File: src/rtl/bcd_event_counter.sv
// -----------------------------------------------------------------------------
// bcd_event_counter
//
// Purpose:
//   DIGITS-wide packed BCD up/down event counter running on the system clock.
//   The asynchronous fire line is synchronised, rising-edge detected and the
//   resulting one-cycle event is applied to the count, with either wrap or
//   saturate behaviour at the range limits and sticky overflow/underflow flags.
//
// Ports:
//   clk        system clock, all state changes on the rising edge
//   reset      asynchronous active-low reset (release expected synchronous)
//   fire       asynchronous event line, each 0->1 transition is one event
//   error      synchronous inhibit, drops a detected event
//   dir        1 = count up, 0 = count down, sampled in the event cycle
//   clear      synchronous clear of count and flags (highest priority)
//   bcd        packed count, digit k in bits [4k+3:4k]
//   accepted   one-cycle strobe, coincident with the bcd update
//   overflow   sticky, up-count attempted at the maximum
//   underflow  sticky, down-count attempted at zero
// -----------------------------------------------------------------------------

// One BCD digit of the increment/decrement chain. cin_i is the carry (up) or
// borrow (down) arriving from the digit below; digit 0 gets a constant 1.
module bcd_event_counter_digit (
    input  logic       up_i,
    input  logic       cin_i,
    input  logic [3:0] digit_i,
    output logic [3:0] digit_o,
    output logic       cout_o
);
    always_comb begin
        digit_o = digit_i;
        cout_o  = 1'b0;
        if (cin_i) begin
            if (up_i) begin
                // >= 9 folds any corrupt code back into the legal range
                if (digit_i >= 4'd9) begin
                    digit_o = 4'd0;
                    cout_o  = 1'b1;
                end else begin
                    digit_o = digit_i + 4'd1;
                end
            end else begin
                if (digit_i == 4'd0) begin
                    digit_o = 4'd9;
                    cout_o  = 1'b1;
                end else if (digit_i > 4'd9) begin
                    digit_o = 4'd9;
                end else begin
                    digit_o = digit_i - 4'd1;
                end
            end
        end
    end
endmodule

module bcd_event_counter #(
    parameter int DIGITS      = 3,
    parameter int SYNC_STAGES = 2,
    parameter bit WRAP        = 1'b1
) (
    input  logic                  clk,
    input  logic                  reset,
    input  logic                  fire,
    input  logic                  error,
    input  logic                  dir,
    input  logic                  clear,
    output logic [4*DIGITS-1:0]   bcd,
    output logic                  accepted,
    output logic                  overflow,
    output logic                  underflow
);

    // ---------------------------------------------------------------------
    // fire synchroniser and edge detect
    // ---------------------------------------------------------------------
    logic [SYNC_STAGES-1:0] sync_q;
    logic                   fire_last_q;
    logic                   evt_q;

    // evt_q is registered so it is valid in the cycle after edge
    // SYNC_STAGES+1, and the count update lands on edge SYNC_STAGES+2.
    always_ff @(posedge clk or negedge reset) begin
        if (!reset) begin
            sync_q      <= '0;
            fire_last_q <= 1'b0;
            evt_q       <= 1'b0;
        end else begin
            sync_q      <= {sync_q[SYNC_STAGES-2:0], fire};
            fire_last_q <= sync_q[SYNC_STAGES-1];
            evt_q       <= sync_q[SYNC_STAGES-1] & ~fire_last_q;
        end
    end

    // ---------------------------------------------------------------------
    // BCD digit chain
    // ---------------------------------------------------------------------
    logic [DIGITS-1:0][3:0] bcd_q, bcd_d;
    logic [DIGITS-1:0][3:0] step;
    logic [DIGITS:0]        cy;

    assign cy[0] = 1'b1;

    for (genvar g = 0; g < DIGITS; g++) begin : g_digit
        bcd_event_counter_digit u_digit (
            .up_i    (dir),
            .cin_i   (cy[g]),
            .digit_i (bcd_q[g]),
            .digit_o (step[g]),
            .cout_o  (cy[g+1])
        );
    end

    // A carry/borrow out of the top digit means every digit was at its
    // limit (all 9s going up, all 0s going down). In that case step[] is
    // already the wrapped value, so wrap mode needs no extra logic.
    logic at_limit;
    assign at_limit = cy[DIGITS];

    // ---------------------------------------------------------------------
    // Next state: clear > error > evt
    // ---------------------------------------------------------------------
    logic ovf_q, ovf_d;
    logic unf_q, unf_d;
    logic acc_q, acc_d;

    always_comb begin
        bcd_d = bcd_q;
        ovf_d = ovf_q;
        unf_d = unf_q;
        acc_d = 1'b0;
        if (clear) begin
            bcd_d = '0;
            ovf_d = 1'b0;
            unf_d = 1'b0;
        end else if (evt_q && !error) begin
            acc_d = 1'b1;
            if (at_limit) begin
                if (dir) ovf_d = 1'b1;
                else     unf_d = 1'b1;
            end
            if (WRAP || !at_limit) bcd_d = step;
        end
    end

    always_ff @(posedge clk or negedge reset) begin
        if (!reset) begin
            bcd_q <= '0;
            ovf_q <= 1'b0;
            unf_q <= 1'b0;
            acc_q <= 1'b0;
        end else begin
            bcd_q <= bcd_d;
            ovf_q <= ovf_d;
            unf_q <= unf_d;
            acc_q <= acc_d;
        end
    end

    assign bcd       = bcd_q;
    assign accepted  = acc_q;
    assign overflow  = ovf_q;
    assign underflow = unf_q;

endmodule

File: config.mk
export PLATFORM = sky130hd
export DESIGN_NAME = bcd_event_counter
export DESIGN_NICKNAME = d
export VERILOG_FILES = /design/src/rtl/bcd_event_counter.sv
export SDC_FILE = /design/constraint.sdc
export NUM_CORES = 1
export LEC_CHECK = 0
export ABC_AREA = 0
export BUFFER_PORTS_ARGS = -buffer_cell sky130_fd_sc_hd__buf_4
export CORE_MARGIN = 2
export CORE_UTILIZATION = 50
export CTS_CLUSTER_DIAMETER = 150
export CTS_CLUSTER_SIZE = 8
export DETAILED_ROUTE_END_ITERATION = 6
export PLACE_DENSITY = 0.69
export SETUP_SLACK_MARGIN = 0.15
export SLEW_MARGIN = 15
export SYNTH_ARGS = -nofsm -noshare
export SYNTH_HDL_FRONTEND = slang
export SYNTH_SLANG_ARGS = --single-unit
File: constraint.sdc
create_clock -name clk -period 4.5 [get_ports clk]
set_input_delay 0.675 -clock clk [delete_from_list [all_inputs] [get_ports clk]]
set_output_delay 0.675 -clock clk [all_outputs]
set_load 0.02 [all_outputs]
* Word-level counts from Yosys, hierarchy flattened
Index checks and enable logic that the tools add are counted.
** Storage, ports and cells
- Flip-flop bits (word level) :: 19
- Bits in latches :: 0
- Bits in writable memories :: 0
- ROM bits :: 0
- Bits of input ports :: 6
- Output and inout bits :: 15
- Word-level logic and storage cells :: 75
- Memories kept :: 0
** Operators by class
- $add $sub $neg :: 6
- Multipliers :: 0
- Div/mod/pow operators :: 0
- Order comparisons :: 6
- Equal/unequal tests :: 1
- Shifts and indexed selects :: 0
- Mux-type cells :: 37
- Bitwise logic cells :: 2
- Reductions and logical operators :: 14
** Operators by type and width (count)
- two-way mux 4 bit :: 14
- two-way mux 12 bit :: 2
- two-way mux 1 bit :: 21
- adder 4 x 1 -> 4 bit (second input constant) :: 3
- >= comparator 4 bit (second input constant) :: 3
- > comparator 4 bit (second input constant) :: 3
- zero test 4 bit :: 3
- subtractor 4 x 1 -> 4 bit (second input constant) :: 3
- nonzero test 2 bit :: 5
- AND reduction 3 bit :: 2
- AND reduction 2 bit :: 2
- != test 2 x 1 -> 1 bit (second input constant) :: 1
- AND 1 bit :: 1
- logical AND 1 bit :: 1
- zero test 1 bit :: 1
- inverter 1 bit :: 1

* Longest topological paths before layout
- Depth in word-level cells :: 8
- Gate-level depth with buffers :: 7
- Mapped depth without buffers :: 6

* Hierarchy
From an unflattened synthesis, not the netlist that was laid out.
** Unflattened totals
- Cells, all modules :: 200
- Area total of the unflattened synthesis :: 1636.6 um^2
** Modules (own cells, without submodules)
- bcd_event_counter_digit :: times used 3, cells an instance 44, area an instance 314.1 um^2, sequential area each 0.0 um^2
- bcd_event_counter :: times used 1, cells an instance 68, area an instance 694.4 um^2, sequential area each 475.5 um^2

* Least setup slack after synthesis
OpenSTA, ideal clock, no wires.
- Path type :: register to register
- Start point :: register bcd_q, in the netlist bcd[0]
- End point :: register bcd_q, in the netlist bcd[8]
- Setup time :: 0.096 ns
- Data arrival time :: 1.878 ns
- Path slack :: 2.526 ns
- Stages on the path, launching flop included :: 7
- Buffers on the path :: 0
- Clock period less this slack :: 1.974 ns
- Cell sequence :: dfrtp_1 -> inv_1 -> ha_1 -> or3b_4 -> a32oi_4 -> nor2_2 -> a311oi_2
** Between the ends
- Word-level cells in the longest chain between the ends :: 6
** Ends and longest elaborated chain
- start: declaration :: line 99 : logic [DIGITS-1:0][3:0] bcd_q, bcd_d;
- start signal: assignment :: line 149 : bcd_q <= '0;
- start signal: assignment :: line 154 : bcd_q <= bcd_d;
- >= comparator 4 bit / zero test 4 bit (equally long branches) :: line 38, 45
- two-way mux 1 bit, on equally long branches :: line 38, 45
- two-way mux 1 bit (*) :: line 36 : if (up_i) begin
- two-way mux 1 bit (*) :: line 35 : if (cin_i) begin
- nonzero test 2 bit (no line) (*)
- AND reduction 2 bit (no line) (*)
Every way passes the cells marked *; elsewhere a longest branch is shown, timed or not.
A chain may end at the register's enable or synchronous reset.

* Final worst setup path
- Start point :: register bcd_q, in the netlist bcd[0]
- End point :: register bcd_q, in the netlist bcd[7]
** Between the ends
- Word-level cells in the longest chain between the ends :: 5
** Ends and longest elaborated chain (line)
- >= comparator 4 bit / zero test 4 bit (equally long branches) :: 38, 45
- two-way mux 1 bit, on equally long branches :: 38, 45
- two-way mux 1 bit (*) :: 36
- nonzero test 2 bit (no line) (*)
- AND reduction 2 bit (no line) (*)
Marks and branches as above.

==> metrics.md <==
| Metric | Value |
|---|---|
| Fraction of layout cells with a size suffix above 1 | 23.4% |
| Max Clock Skew | 3.08 ps |
| TritonCTS clock tree | built |
| CP top delay family | compound AO/OA/AOI/OAI gates |
| Worst-path fanout max | 10 |
| Final Slew Violations | 0 |
| Post-synthesis adder-cell area fraction | 7.99% |
| Post-synth EDFFs | 0 |
| Syn_nets | 188 |
| Critical Path Slowest Stage Cell | dfrtp_1 |
| Pwr dens | 221 nW/um^2 |
| WP data required | 4720 ps |
| Largest net degree at the start of global routing | 36 |
| DIE WIDTH | 60.0 um |
| Initial DRT Pass Iterations | 4 |
| ANT cells | 0 |
| H-tree depth | 1 |
| CP arrival | 2370 ps |
| Setup TNS | 0 ps |
| Sequential element share of the synthesized area | 30.4% |
| Outcome | completed |
| Yosys cell types | 62 |
| Max cap viols | 0 |
| Post-synthesis async set-or-reset flop share | 100% |
| Mean post-synth cell area | 9.10 sq um |
| Clock transition at path regs | 120 ps |
| Pre-CTS setup slack | 2350 ps |
| Area share of and/or/nand/nor cells after synthesis | 26.1% |
| Worst reg-to-reg setup slack | 2350 ps |
| Final hold vios | 0 |
| Xor/xnor share of the synthesized area | 0% |
| IO buf count | 20 |
| Minimum clock period | 2150 ps |
| Hold_buf cts | 0 |
| Detailed placement HPWL | 2470 um |
| Hold Crit Class | input port to asynchronous set/reset pin |
| P_leak | 0.692 nW |
| Initial antenna violation count | 0 |
| Initial DRC count | 80 |
| Setup-failing EPs final | 0 |
| Starting density of the core | 52.1% |
| Compound-Gate Fraction of Synth Area | 28.0% |
| Crit Reg-Reg Startpoint | bcd[0] |
| Crit start category | flop |
| CTS Buf Count | 3 |
| Gp weighted congestion | 0.856 |
| Relative slew margins | 72.7% |
| Largest family of logic cells by synthesized area | compound AO/OA/AOI/OAI gates |
| WL per Instance | 16.0 um |
| Clock root buffer | clkbuf_4 |
| WHS | 217 ps |
| Wirelength, routed | 3470 um |
| CTS resizes | 0 |
| Slowest stage delay, CP | 510 ps |
| Later-pin clock latency in the skew report | 310 ps |
| CTS sink cnt | 19 |
| Least-Margin Pin Slew | 399 ps |
| First-pass GRT wire length | 5860 um |
| FF-to-FF End | bcd[7] |
| Power Total | 0.000379 W |
| Final WS setup | 2350 ps |
| Antenna Nets Post-Route | 0 |
| Vias in the first global route | 1246 |
| FP Rows | 20 |
| Grt ovf | 0 |
| I/O Pins | 21 |
| Die area | 3590 sq um |
| Drc violations | 0 |
| Synth Flop Type | dfrtp_1 |
| CP Buf/Inv Count | 1 |
| Post-CTS Setup Bufs | 0 |
| RSZ-0062 raised after global routing | no |
| Tcrit/Tclk final | 47.7% |
| Via density | 6.36 |
| Vias post-DR | 1381 |
| Highest clock rate | 466 MHz |
| Cell count after synthesis | 172 |
| Syn. warnings | 0 |
| Seq cells post-synth | 19 |
| Area delta synth->final | 9.51% |
| Chip height | 60.0 um |
| Core box area | 3000 sq um |
| Layout Nets | 201 |
| Cell area after synthesis | 1570 sq um |
| Critical Path End Type | flop |
| Max VDD drop | 221 uV |
| CP Class | flop to flop |
| GRT Util Overall | 21.5% |
| Cell Chain, Critical Path | inv_1 > ha_1 > nor3b_2 > a32o_1 > o31ai_1 > a221oi_2 |
| Post-synthesis mux area share | 0% |
| Worst R2R Path Depth | 6 |
| Clock buffer depth | 2 |
-- per-layer routing --
| layer | track usage [%] | wire (um) | vias to the layer above |
|---|---|---|---|
| met5 | 0 | 0 | - |
| met4 | 5.71 | 25 | 0 |
| met3 | 4.11 | 120 | 4 |
| met2 | 32.5 | 1600 | 30 |
| met1 | 31.4 | 1720 | 680 |
| li1 | - | - | 667 |
-- stage by stage --
step                instance area [sq um]  utilization (%)  cells
finish                               1710             57.1    217
global route                         1710             57.1    217
CTS                                  1710             57.1    217
detailed placement                   1680             56.1    213
global placement                     1680             56.1    213
floorplan                            1570                -    172
-- worst max path at each step --
stage	startpoint	endpoint	slack (ps)	cells after the start
finish	bcd[0]	bcd[7]	2350	6
global route	bcd[0]	bcd[10]	2150	6
CTS	bcd[0]	bcd[8]	2380	6
detailed placement	dir	bcd[7]	2350	5
global placement	dir	bcd[7]	2390	5
floorplan	bcd[0]	bcd[8]	2530	6
-- cells in the mapped netlist, drive strengths merged, types with 2 or more instances --
master,number,area [sq um]
a2111oi,3,32.5
a211oi,2,15.0
a21oi,6,33.8
a221oi,2,23.8
a311oi,3,38.8
a31oi,8,56.3
a32oi,2,36.3
and2,2,12.5
and3b,2,17.5
buf,9,61.3
clkbuf,3,11.3
dfrtp,19,475
ha,10,125
inv,12,45.0
nand2,9,33.8
nand2b,10,62.6
nand3,3,15.0
nand4b,2,17.5
nor2,16,62.6
nor2b,2,12.5
nor3,5,25.0
nor3b,3,32.5
nor4b,2,23.8
o211ai,2,15.0
o21ai,3,15.0
o22ai,4,25.0
o31ai,3,22.5
or3,3,18.8
or3b,3,31.3
-- worst register-to-register path, cell delays in order, from the launching register on --
cell and delay, ps:
dfrtp_1 510, inv_1 140, ha_1 220, nor3b_2 360
a32o_1 430, o31ai_1 160, a221oi_2 250
-- registers in the layout (all words and copies together), names as in the netlist --
signal       cells
accepted         1
bcd             12
evt_q            1
fire_last_q      1
overflow         1
sync_q           2
underflow        1
-- cell type report --
| cell class | instances | area (sq um) |
|---|---|---|
| Clock buffer | 3 | 22.5 |
| Clock inverter | 1 | 7.51 |
| Fill cell | 263 | 1290 |
| Inverter | 12 | 45.0 |
| Multi-Input combinational cell | 129 | 972 |
| Sequential cell | 19 | 475 |
| Tap cell | 33 | 41.3 |
| Timing Repair Buffer | 20 | 150 |
-- cells by family after synthesis --
family,Yosys count
compound gates,51
simple gates,68
buf+inv,24
flops,19
fa+ha+maj,10
-- where the power goes --
part	internal (W)	leakage (nW)	switching [W]	total [W]
Clock	0.0000339	0.0139	0.0000595	0.0000934
Sequential	0.000176	0.255	0.0000102	0.000187
Combinational	0.0000401	0.423	0.0000588	0.0000989
-- layout by cell type (no fill, tap or decap), drive strengths merged, types with 4 or more instances in the layout --
| master | count |
|---|---|
| buf | 20 |
| dfrtp | 19 |
| nor2 | 16 |
| inv | 12 |
| nand2b | 10 |
| ha | 10 |
| nand2 | 9 |
| a31oi | 8 |
| a21oi | 6 |
| nor3 | 5 |
| o22ai | 4 |
Power figures use the tool's default switching activity.
